--- src/rtl/fir_pkg.sv ---
// Shared constants and output-FSM state encoding for the FIR output stage.
package fir_pkg;

  localparam int unsigned Y_N_SIZE_DEF = 10;
  localparam int unsigned OUT_SIZE_DEF = 8;

  typedef enum logic [1:0] {
    PK_IDLE = 2'b00,
    PK_LO   = 2'b01,
    PK_HI   = 2'b10
  } pk_state_e;

endpackage

--- src/rtl/fir_out_fifo.sv ---
// Synchronous sample FIFO; a push while full is accepted when a pop happens on the same edge.
module fir_out_fifo #(
  parameter int unsigned DEPTH = 4,
  parameter int unsigned WIDTH = 10,
  parameter int unsigned LW    = $clog2(DEPTH) + 1
) (
  input  logic             clk,
  input  logic             reset,
  input  logic             push,
  input  logic             pop,
  input  logic [WIDTH-1:0] din,
  output logic [WIDTH-1:0] dout,
  output logic             full,
  output logic             empty,
  output logic [LW-1:0]    level
);

  localparam int unsigned PW = $clog2(DEPTH);

  logic [WIDTH-1:0] r_mem [DEPTH];
  logic [PW-1:0]    r_wptr;
  logic [PW-1:0]    r_rptr;
  logic [LW-1:0]    r_level;
  logic             w_do_push;
  logic             w_do_pop;

  assign full      = (r_level == LW'(DEPTH));
  assign empty     = (r_level == '0);
  assign level     = r_level;
  assign dout      = r_mem[r_rptr];
  assign w_do_pop  = pop && !empty;
  assign w_do_push = push && (!full || w_do_pop);

  // When full, wptr == rptr: the write lands in the slot being popped this edge.
  always_ff @(posedge clk) begin
    if (reset && w_do_push) begin
      r_mem[r_wptr] <= din;
    end
  end

  always_ff @(posedge clk) begin
    if (!reset) begin
      r_wptr  <= '0;
      r_rptr  <= '0;
      r_level <= '0;
    end else begin
      if (w_do_push) begin
        r_wptr <= r_wptr + 1'b1;
      end
      if (w_do_pop) begin
        r_rptr <= r_rptr + 1'b1;
      end
      unique case ({w_do_push, w_do_pop})
        2'b10:   r_level <= r_level + 1'b1;
        2'b01:   r_level <= r_level - 1'b1;
        default: r_level <= r_level;
      endcase
    end
  end

endmodule

--- src/rtl/fir_out_packer.sv ---
// Buffers signed FIR results and streams each as low byte then sign-extended high byte.
module fir_out_packer
  import fir_pkg::*;
#(
  parameter int unsigned Y_N_SIZE   = Y_N_SIZE_DEF,
  parameter int unsigned OUT_SIZE   = OUT_SIZE_DEF,
  parameter int unsigned FIFO_DEPTH = 4,
  parameter int unsigned LVL_W      = $clog2(FIFO_DEPTH) + 1
) (
  input  logic                clk,
  input  logic                reset,
  input  logic [Y_N_SIZE-1:0] y_n,
  input  logic                y_valid,
  output logic [OUT_SIZE-1:0] m_tdata,
  output logic                m_tvalid,
  input  logic                m_tready,
  output logic                m_tlast,
  input  logic                clr_ovf,
  output logic                overflow,
  output logic [LVL_W-1:0]    fifo_level
);

  localparam int unsigned FLW = $clog2(FIFO_DEPTH) + 1;
  localparam logic [FLW-1:0] LvlOne = FLW'(1);

  if (!((OUT_SIZE < Y_N_SIZE) && (Y_N_SIZE <= 2 * OUT_SIZE))) begin : g_bad_width
    $error("fir_out_packer: need OUT_SIZE < Y_N_SIZE <= 2*OUT_SIZE");
  end
  if ((FIFO_DEPTH < 2) || ((FIFO_DEPTH & (FIFO_DEPTH - 1)) != 0)) begin : g_bad_depth
    $error("fir_out_packer: FIFO_DEPTH must be a power of two >= 2");
  end

  pk_state_e           r_state;
  pk_state_e           w_state_nxt;
  logic                r_ovf;
  logic [Y_N_SIZE-1:0] w_head;
  logic [OUT_SIZE-1:0] w_hi_byte;
  logic [FLW-1:0]      w_level;
  logic                w_full;
  logic                w_empty;
  logic                w_pop;
  logic                w_push;
  logic                w_drop;

  assign w_pop  = (r_state == PK_HI) && m_tready;
  assign w_push = y_valid && (!w_full || w_pop);
  assign w_drop = y_valid && w_full && !w_pop;

  fir_out_fifo #(
    .DEPTH (FIFO_DEPTH),
    .WIDTH (Y_N_SIZE),
    .LW    (FLW)
  ) u_fifo (
    .clk   (clk),
    .reset (reset),
    .push  (w_push),
    .pop   (w_pop),
    .din   (y_n),
    .dout  (w_head),
    .full  (w_full),
    .empty (w_empty),
    .level (w_level)
  );

  // High byte: bits above OUT_SIZE, padded with the sample's sign bit.
  for (genvar i = 0; i < OUT_SIZE; i++) begin : g_hi
    if (i < Y_N_SIZE - OUT_SIZE) begin : g_bit
      assign w_hi_byte[i] = w_head[OUT_SIZE+i];
    end else begin : g_sgn
      assign w_hi_byte[i] = w_head[Y_N_SIZE-1];
    end
  end

  always_comb begin
    w_state_nxt = r_state;
    m_tvalid    = 1'b0;
    m_tdata     = '0;
    m_tlast     = 1'b0;
    unique case (r_state)
      PK_IDLE: begin
        if (!w_empty) w_state_nxt = PK_LO;
      end
      PK_LO: begin
        m_tvalid = 1'b1;
        m_tdata  = w_head[OUT_SIZE-1:0];
        if (m_tready) w_state_nxt = PK_HI;
      end
      PK_HI: begin
        m_tvalid = 1'b1;
        m_tdata  = w_hi_byte;
        m_tlast  = 1'b1;
        // Stay busy if anything remains after this pop, including a same-edge push.
        if (m_tready) begin
          w_state_nxt = ((w_level > LvlOne) || w_push) ? PK_LO : PK_IDLE;
        end
      end
      default: w_state_nxt = PK_IDLE;
    endcase
  end

  always_ff @(posedge clk) begin
    if (!reset) begin
      r_state <= PK_IDLE;
      r_ovf   <= 1'b0;
    end else begin
      r_state <= w_state_nxt;
      if (w_drop) begin
        r_ovf <= 1'b1;
      end else if (clr_ovf) begin
        r_ovf <= 1'b0;
      end
    end
  end

  assign overflow   = r_ovf;
  assign fifo_level = LVL_W'(w_level);

endmodule

--- config.mk ---
export PLATFORM = sky130hd
export DESIGN_NAME = fir_out_packer
export DESIGN_NICKNAME = d
export VERILOG_FILES = /design/src/rtl/fir_pkg.sv /design/src/rtl/fir_out_fifo.sv /design/src/rtl/fir_out_packer.sv
export SDC_FILE = /design/constraint.sdc
export NUM_CORES = 1
export LEC_CHECK = 0
export CAP_MARGIN = 15
export CELL_PAD_IN_SITES_DETAIL_PLACEMENT = 2
export CELL_PAD_IN_SITES_GLOBAL_PLACEMENT = 2
export CORE_MARGIN = 8
export CORE_UTILIZATION = 39
export DETAILED_ROUTE_END_ITERATION = 6
export GPL_TIMING_DRIVEN = 0
export PLACE_DENSITY_LB_ADDON = 0.12
export SLEW_MARGIN = 15
export SYNTH_ARGS = -nofsm -noshare
export SYNTH_HDL_FRONTEND = slang
export SYNTH_SLANG_ARGS = --single-unit
--- constraint.sdc ---
create_clock -name clk -period 2.5 [get_ports clk]
set_input_delay 0.375 -clock clk [delete_from_list [all_inputs] [get_ports clk]]
set_output_delay 0.375 -clock clk [all_outputs]
set_load 0.1 [all_outputs]
[After elaboration in Yosys (flattened, before gate mapping)]
Memory sizes are Yosys's and may differ from the RTL's. A register that Yosys moved wholly into a read port is not among the register bits.
Index checks and enable logic that the tools add are counted.
Storage, ports and cells
  logic and storage cells: 53
  RAM bits: 40
  flip-flop bits (word level): 10
  bits of input ports: 15
  output and inout bits: 14
  memories: 1
Cells by class
  multiplexer cells: 15
  add/subtract/negate cells: 4
  reductions and logical operators: 19
  equality and inequality tests: 8
  magnitude comparators: 1
Memory list
  u_fifo.r_mem: words 4, bits a word 10, read ports 1, clocked after Yosys merged registers in 1, wr ports 1, line fir_out_fifo.sv:20  | logic [WIDTH-1:0] r_mem [DEPTH];
Operator list (number)
  8-bit case mux with 2 select lines: 1
  2-bit 2-to-1 mux: 5
  1-bit logical AND: 7
  1-bit 2-to-1 mux: 7
  2-bit != test, second input constant: 3
  2-bit case mux with 3 select lines: 1
  3-bit case mux with 2 select lines: 1
  2-bit by 1-bit adder with 2-bit output, second input constant: 2
  2-bit by 1-bit equality test with 1-bit output, second input constant: 2
  2-bit equality test, second input constant: 2
  2-bit nonzero test: 2
  3-bit by 1-bit adder with 3-bit output, second input constant: 1
  3-bit equality test, second input constant: 1
  3-bit by 1-bit greater-than comparator with 1-bit output, second input constant: 1
  1-bit logical NOT: 3
  3-bit logical NOT: 1
  1-bit logical OR: 3
  3-bit AND reduction: 1
  3-bit by 1-bit subtractor with 3-bit output, second input constant: 1
  2-bit logical NOT: 1
  2-bit OR reduction: 1

[Logic depth before layout (Yosys ltp)]
Gate-level depths: netlist of run 1.
  depth after elaboration: 8
  mapped depth: 9

[Hierarchy]
A second synthesis of run 1 with hierarchy kept.
Second synthesis, totals
  cell total of the unflattened synthesis: 154
  area, all modules: 2316.0 um^2
Modules (own cells, without submodules)
  fir_out_fifo: area each 1929.4 um^2, seq. area each 1381.3 um^2, cells each 106, times used 1
  fir_out_packer: area each 386.6 um^2, seq. area each 60.1 um^2, cells each 48, times used 1

[Worst setup path after synthesis of run 1]
Ideal clock, no wire load.
  kind: register -> register
  start: register r_state[0]
  end: register u_fifo.r_level[2], in the netlist u_fifo.level[2]
  stages on the path, launching flop included: 9
  slack: -363 ps
  arrival: 2788 ps
  path buffers: 0
  cells stage by stage: dfxtp_1 > inv_1 > ha_1 > nand2_1 > a31oi_2 > inv_1 > ha_1 > or3_1 > a21boi_0
Between the ends
  word-level cells in the longest chain between the ends: 7
RTL lines
  start: declaration: line fir_out_packer.sv:33  | pk_state_e r_state;
  start signal: assignment: line fir_out_packer.sv:106  | r_state <= w_state_nxt;
  2-bit equality test (*): line fir_out_packer.sv:45  | assign w_pop = (r_state == PK_HI) && m_tready;
  1-bit logical AND (*): line fir_out_packer.sv:45
  1-bit logical OR / 1-bit logical AND (equally long branches): line fir_out_packer.sv:46, fir_out_fifo.sv:31
  1-bit logical AND / 1-bit logical OR (equally long branches): line fir_out_packer.sv:46, fir_out_fifo.sv:32
  1-bit logical AND: line fir_out_fifo.sv:32  | assign w_do_push = push && (!full || w_do_pop);
  2-bit by 1-bit equality test with 1-bit output / 2-bit equality test (equally long branches): line fir_out_fifo.sv:53  | unique case ({w_do_push, w_do_pop})
  3-bit case mux with 2 select lines / 2-bit nonzero test (equally long branches)
  end signal: assignment: line fir_out_fifo.sv:54  | 2'b10: r_level <= r_level + 1'b1;
  end signal: assignment: line fir_out_fifo.sv:55  | 2'b01: r_level <= r_level - 1'b1;
  end signal: assignment: line fir_out_fifo.sv:56  | default: r_level <= r_level;
  end: declaration: line fir_out_fifo.sv:23  | logic [LW-1:0] r_level;
Mark *: on every way between the ends. The rest lies on a longest branch, timed or not.
A chain may end at the register's enable or synchronous reset.

[Worst setup path in the final report of run 1]
  start: register r_state[1]
  end: output m_tdata[2]
Between the ends
  word-level cells in the longest chain between the ends: 2
RTL lines
  2-bit equality test / 2-bit by 1-bit equality test with 1-bit output (equally long branches): line fir_out_packer.sv:79  | unique case (r_state)
  8-bit case mux with 2 select lines (*): line fir_out_packer.sv:79
  end: declaration: line fir_out_packer.sv:14  | output logic [OUT_SIZE-1:0] m_tdata,
Marked as above.

==> metrics.md, run 1 <==
| Metric | Value |
|---|---|
| Setup bufs post-CTS | `0` |
| Top cells by area, synth | `edfxtp_1 (52%), dfxtp_1 (10%), ha_1 (7.6%)` |
| Gate power share | `29.8%` |
| First-pass GRT wire length | `8810 um` |
| Gr ovfl total | `0` |
| Post-synthesis sequential area ratio | `between 60% and 70%` |
| Power after layout | `2.19 mW` |
| CP Class | `reg -> out` |
| Final clock skew | `8.48 ps` |
| Core area | `about 0.0058 mm^2` |
| Initial detailed-routing violation count | `26` |
| Syn Std Cell Area | `about 0.0023 mm^2` |
| Fillers | `599` |
| Register share of total power | `45.6%` |
| Initial Util | `between 30% and 40%` |
| CP endpoint kind | `primary output` |
| Synth cell count leaders | `edfxtp_1 (40), mux2i_1 (17), ha_1 (14)` |
| Clock Power Share | `between 20% and 30%` |
| Minimum hold slack | `a little over 500 ps` |
| Period utilization | `95.4%` |
| Leakage dissipation | `0.997 nW` |
| CP delay by family, top | `buffers and inverters` |
| Req. time, crit path | `2120 ps` |
| Util after Layout | `48.1%` |
| Share of cells above drive strength 1 | `a little under a fifth` |
| Syn_nets | `187` |
| # DRC | `0` |
| RSZ-0062 raised after global routing | `no` |
| Nets | `222` |
| Vias/cell | `5.08` |
| CP startpoint kind | `register` |
| Total die area | `around 0.0086 mm^2` |
| Rows | `28` |
| VDD IR max | `0.000443 V` |
| Detailed Place HPWL | `3990 um` |
| Max Slew Vio Count | `0` |
| Synth area leader | `edfxtp_1` |
| Rel. slew slack | `33.5%` |
| Synth Register Bits | `52` |
| Async SR Flop Fraction | `0%` |
| GRT Overall Usage | `13.6%` |
| P_sw | `between 0.7 and 0.8 mW` |
| Worst-Margin Slew | `994 ps` |
| 1st-pass router iterations | `4` |
| Total Routed Length | `5400 um` |
| Worst path bufs/invs | `2` |
| Post-route cell area | `between 0.002 and 0.003 mm^2` |
| Critical Path AT | `2010 ps` |
| Power Density | `784 mW/mm^2` |
| WL per Instance | `between 20 and 25 um` |
| Root Buffer | `clkbuf_8` |
| Worst-skew pair later-pin latency | `around 300 ps` |
| # diodes | `0` |
| PortBufs | `28` |
| GP Congestion | `0.697` |
| Count leader, synth | `edfxtp_1` |
| Fmax | `0.419 GHz` |
| Yosys warns | `0` |
| Sw frac | `a little over a third` |
| Synth Area per Inst | `14.6 um^2` |
| Reg clk slew, reported paths | `about 100 ps` |
| Primary FF master, synth | `edfxtp_1` |
| Max stage delay on crit path | `approximately 360 ps` |
| Vias | `1367` |
| # setup viols final | `0` |
| Final hold violations | `0` |
| Clock buffer count from CTS | `5` |
| Internal power | `about 1.4 mW` |
| Initial antenna violation count | `0` |
| Yosys cell types | `31` |
| Die Y | `92.9 um` |
| Fin crit period | `around 2400 ps` |
| Post-synthesis cell count | `158` |
| Post-synth EDFFs | `40` |
| Ports | `29` |
| Post-DP Area | `0.00270 mm^2` |
| Clock sink count | `52` |
| Clock buffer depth | `2` |
| Number of global-route vias before repair | `1619` |
| Post-synth top area share | `between 50 and 60%` |
| DRT antenna net count | `0` |
| P&R area growth vs syn | `21.4%` |
| Status | `complete, no violations` |
| Cell Chain, Critical Path | `inv_1, ha_1, nand2_1, o22ai_1, o21a_2, clkbuf_4` |
| Worst Hold Class | `reg -> reg` |
| H-tree depth | `2` |
| Max-Cap Viols | `0` |
| Crit Path Max Fanout | `7` |
| Pin count of the biggest net entering global routing | `17` |
| Max stage delay cell, worst path | `dfxtp_1` |
| Die Wd | `92.9 um` |
| CTS tree | `yes` |
## metrics by stage
stage | TNS (ps) | setup slack [ps] | instances
detailed placement | -4240 | -557 | 261
global placement | -3210 | -427 | 261
CTS | 0 | 3.54 | 269
floorplan | 0 | 5.63 | 158
global route | 0 | 1.47 | 269
finish | 0 | 114 | 269
## layer usage
| metal | share of wire (%) | up-vias | global-route usage, % |
|---|---|---|---|
| met1 | 42 | 693 | 15.3 |
| met5 | 0 | - | 0 |
| li1 | - | 654 | - |
| met3 | 2.4 | 4 | 3.16 |
| met2 | 55 | 16 | 24.7 |
| met4 | 0.95 | 0 | 3.89 |
## state kept, by name, summed over array words and instances (netlist names), named ones only
name	flops
overflow	1
u_fifo.r_wptr	2
r_state	2
u_fifo.level	3
u_fifo.r_rptr	2
u_fifo.r_mem	40
## path summary, 6_finish.rpt
check | start | endpoint | slack [ps] | depth (start not counted)
worst max register to register | r_state[0] | u_fifo.level[2] | 200 | 8
worst min register to register | overflow | overflow | 520 | 2
worst min-delay path | overflow | overflow | 520 | 2
worst max-delay path | r_state[1] | m_tdata[2] | 110 | 6
## area by class of cell
type	instances	area, um^2	share of cell area (%)
inverters	8	30.0	1.07
multi-input cells	93	830	29.7
plain buffers	5	35.0	1.25
flip-flops and latches	52	1450	51.7
repair buffers	28	258	9.21
clock inverters	2	12.5	0.447
clock buffers	6	93.8	3.35
well taps	75	93.8	3.35
## cells in the final DEF (no fill, tap or decap), types with 2 or more instances in the layout
cell,netlist,layout
edfxtp_1,40,40
o21a_2,0,7
o21ai_0,3,3
nor2_1,4,4
o22ai_1,7,7
mux4_1,2,2
clkbuf_4,0,3
ha_2,0,2
clkbuf_8,0,5
nand2_1,5,4
mux2i_1,17,17
nor2b_1,3,3
dlygate4sd2_1,0,2
buf_4,0,7
dfxtp_1,12,9
dfxtp_2,0,3
nand2b_1,2,2
clkdlybuf4s50_1,0,18
ha_1,14,12
and3_1,4,4
xor2_1,2,2
xnor2_1,3,3
nand3_1,2,2
inv_1,8,8
and2_1,7,7
a21boi_0,2,2
## logic make-up (layout without fill, tap and decap cells)
group,after synthesis,in the layout,synth area share (%)
XOR/XNOR,5,5,1.90
AO/OA/AOI/OAI,22,22,7.00
adder cells (fa/ha/maj),14,14,7.60
flip-flops,52,52,62.5
AND/OR/NAND/NOR,32,32,7.76
multiplexers,20,20,10.6
buffers and inverters,13,49,2.55
## worst min-delay path: stages (launching register included)
cell,delay (ps)
dfxtp_1,330
nand2b_1,70
a21boi_0,80
## timing repair
| action | in CTS | in global routing |
|---|---|---|
| hold buffers | 0 | 0 |
| hold endpoints to repair | 0 | 0 |
| resized for setup | 51 | 4 |
| setup endpoints to repair | 10 | 3 |
| pin swaps | 0 | 0 |
## power by group through the flow
| stage | logic [mW] | registers (mW) | clock network [mW] |
|---|---|---|---|
| after global placement | 0.647 | 1.02 | 0 |
| after global routing | 0.703 | 1.01 | 0.581 |
| after CTS | 0.661 | 1.00 | 0.554 |
| after floorplan | 0.459 | 1.05 | 0 |
| final | 0.655 | 1.00 | 0.538 |
| after detailed placement | 0.673 | 1.02 | 0 |
No activity file was read; power rests on OpenSTA's default activity.
==> inputs of run 2 (changes only) <==
Settings changed: CORE_UTILIZATION 39 to 41.
Clock period 2.5 ns to 2.9 ns, I/O delays scaled along.
==> run 2 against run 1 <==
Against the previous run:
- routed wire length increased by 1.5%
- largest cell class unchanged
- critical path depth stayed put
- via count rose by 2.3%
- critical path type unchanged
- core utilization rose by 2.6 points
- clock skew increased by 2.9 ps
- global-route usage rose by 0.087 points
==> metrics.md, run 2 (synthesis results as in run 1) <==
| Metric | Value |
|---|---|
| Status | `complete, no violations` |
| Gr ovfl total | `0` |
| Initial detailed-routing violation count | `51` |
| Clock buffer depth | `2` |
| GRT Overall Usage | `13.6%` |
| Vias | `1398` |
| Max reg flops | `40` |
| Final hold violations | `0` |
| # setup viols final | `0` |
| Number of global-route vias before repair | `1622` |
| Total die area | `0.00828 mm^2` |
| Max stage delay on crit path | `460 ps` |
| FF/Latch Area | `around 0.0014 mm^2` |
| M1 wire length | `about 2300 um` |
| Period utilization | `94.4%` |
| Worst-Margin Slew | `977 ps` |
| Rel. slew slack | `34.7%` |
| Final setup margin | `163 ps` |
| First-pass GRT wire length | `8750 um` |
| Cell Chain, Critical Path | `buf_2, buf_2, mux2i_1, o22ai_1, o21a_1, clkdlybuf4s15_2` |
| P&R area growth vs syn | `20.4%` |
| Util after Layout | `50.7%` |
| Nets | `222` |
| Worst-skew pair later-pin latency | `310 ps` |
| Met2 wire len | `2850 um` |
| VDD IR max | `between 0.0003 and 0.0004 V` |
| # diodes | `0` |
| Multi-input logic area | `805 um^2` |
| Worst Hold Class | `reg -> reg` |
| Power Density | `667 mW/mm^2` |
| Setup TNS | `0 ps` |
| RSZ-0062 raised after global routing | `no` |
| Die Y | `91.0 um` |
| Clock buffer count from CTS | `5` |
| CP delay by family, top | `buffers and inverters` |
| Root Buffer | `clkbuf_8` |
| Hold-fix buffers at CTS | `0` |
| # DRC | `0` |
| 1st-pass router iterations | `4` |
| CP Class | `reg -> out` |
| Pin count of the biggest net entering global routing | `18` |
| Worst path bufs/invs | `3` |
| Clock sink count | `52` |
| Place WS | `-82.2 ps` |
| Commonest non-fill, non-tap cell in the layout | `edfxtp_1` |
| CP dominant cell by count | `buf_2` |
| Req. time, crit path | `2470 ps` |
| CTS tree | `yes` |
| Fin crit period | `2740 ps` |
| Fillers | `530` |
| GP Congestion | `0.701` |
| Detailed Place HPWL | `between 4000 and 5000 um` |
| Critical Path AT | `2300 ps` |
| DRT antenna net count | `0` |
| H-tree depth | `2` |
| Initial Util | `a little over two fifths` |
| Top Layer Used | `met4` |
| CP endpoint kind | `primary output` |
| Ports | `29` |
| Power after layout | `between 1.5 and 2 mW` |
| Max stage delay cell, worst path | `clkdlybuf4s15_2` |
| Share of cells above drive strength 1 | `between 10% and 20%` |
| WL per Instance | `20.6 um` |
| Most frequent cells in the layout | `edfxtp_1 (40), clkdlybuf4s50_1 (20), mux2i_1 (17)` |
| Fmax | `0.365 GHz` |
| Max-Cap Viols | `0` |
| CP startpoint kind | `register` |
| Crit Path Max Fanout | `10` |
| Leakage dissipation | `0.961 nW` |
| Final clock skew | `11.4 ps` |
| PortBufs | `28` |
| Reg clk slew, reported paths | `around 100 ps` |
| Vias/cell | `5.26` |
| Die Wd | `91.0 um` |
| Biggest register | `u_fifo.r_mem` |
| Core area | `0.00547 mm^2` |
| Rows | `27` |
| Initial antenna violation count | `0` |
| Total Routed Length | `5480 um` |
| Max Slew Vio Count | `0` |
| WL met3 | `221 um` |
[run 2: cell type report]
| type | instances | share of cell area, % |
|---|---|---|
| Buffer | 5 | 1.04 |
| Tap cell | 72 | 3.25 |
| Clock buffer | 5 | 2.48 |
| Timing Repair Buffer | 28 | 10.5 |
| Inverter | 8 | 1.08 |
| Sequential cell | 52 | 51.9 |
| Clock inverter | 3 | 0.766 |
| Multi-Input combinational cell | 93 | 29.0 |
[run 2: where the power goes]
| group | leakage, nW | switching [mW] | internal (mW) |
|---|---|---|---|
| registers | 0.461 | 0.0256 | 0.836 |
| logic | 0.455 | 0.404 | 0.163 |
| clock network | 0.0445 | 0.250 | 0.172 |
| total | 0.961 | 0.680 | 1.17 |
[run 2: what timing repair did]
action | 4_1_cts | 5_1_grt
gates resized for setup | 24 | 0
setup buffers | 0 | 0
setup endpoints to repair | 8 | 0
[run 2: through the flow]
stage	instances	hold slack, ps	instance area (um^2)
2_1_floorplan	158	481	2300
3_3_place_gp	258	467	2680
3_5_place_dp	258	494	2680
4_1_cts	266	503	2780
5_1_grt	266	518	2780
6_report	266	500	2780
[run 2: worst reg2reg max path, delay by kind of cell (launching register included)]
kind,cells,cell delay (ps)
buf+inv,2,190
simple gates,2,550
compound gates,2,590
fa+ha+maj,2,640
flops,1,360
[run 2: path summary, 6_finish.rpt]
check / start / to / slack (ps) / cells past startpoint
worst max-delay path: register / m_tdata[3] / 160 / 6
worst min register to register: overflow / overflow / 500 / 2
worst min-delay path: overflow / overflow / 500 / 2
worst max register to register: r_state[0] / u_fifo.level[2] / 490 / 8
[run 2: routing by layer]
layer | global-route usage [%] | vias up
met4 | 4.50 | 0
met3 | 3.87 | 6
met1 | 15.4 | 716
met5 | 0 | -
met2 | 24.1 | 22
li1 | - | 654
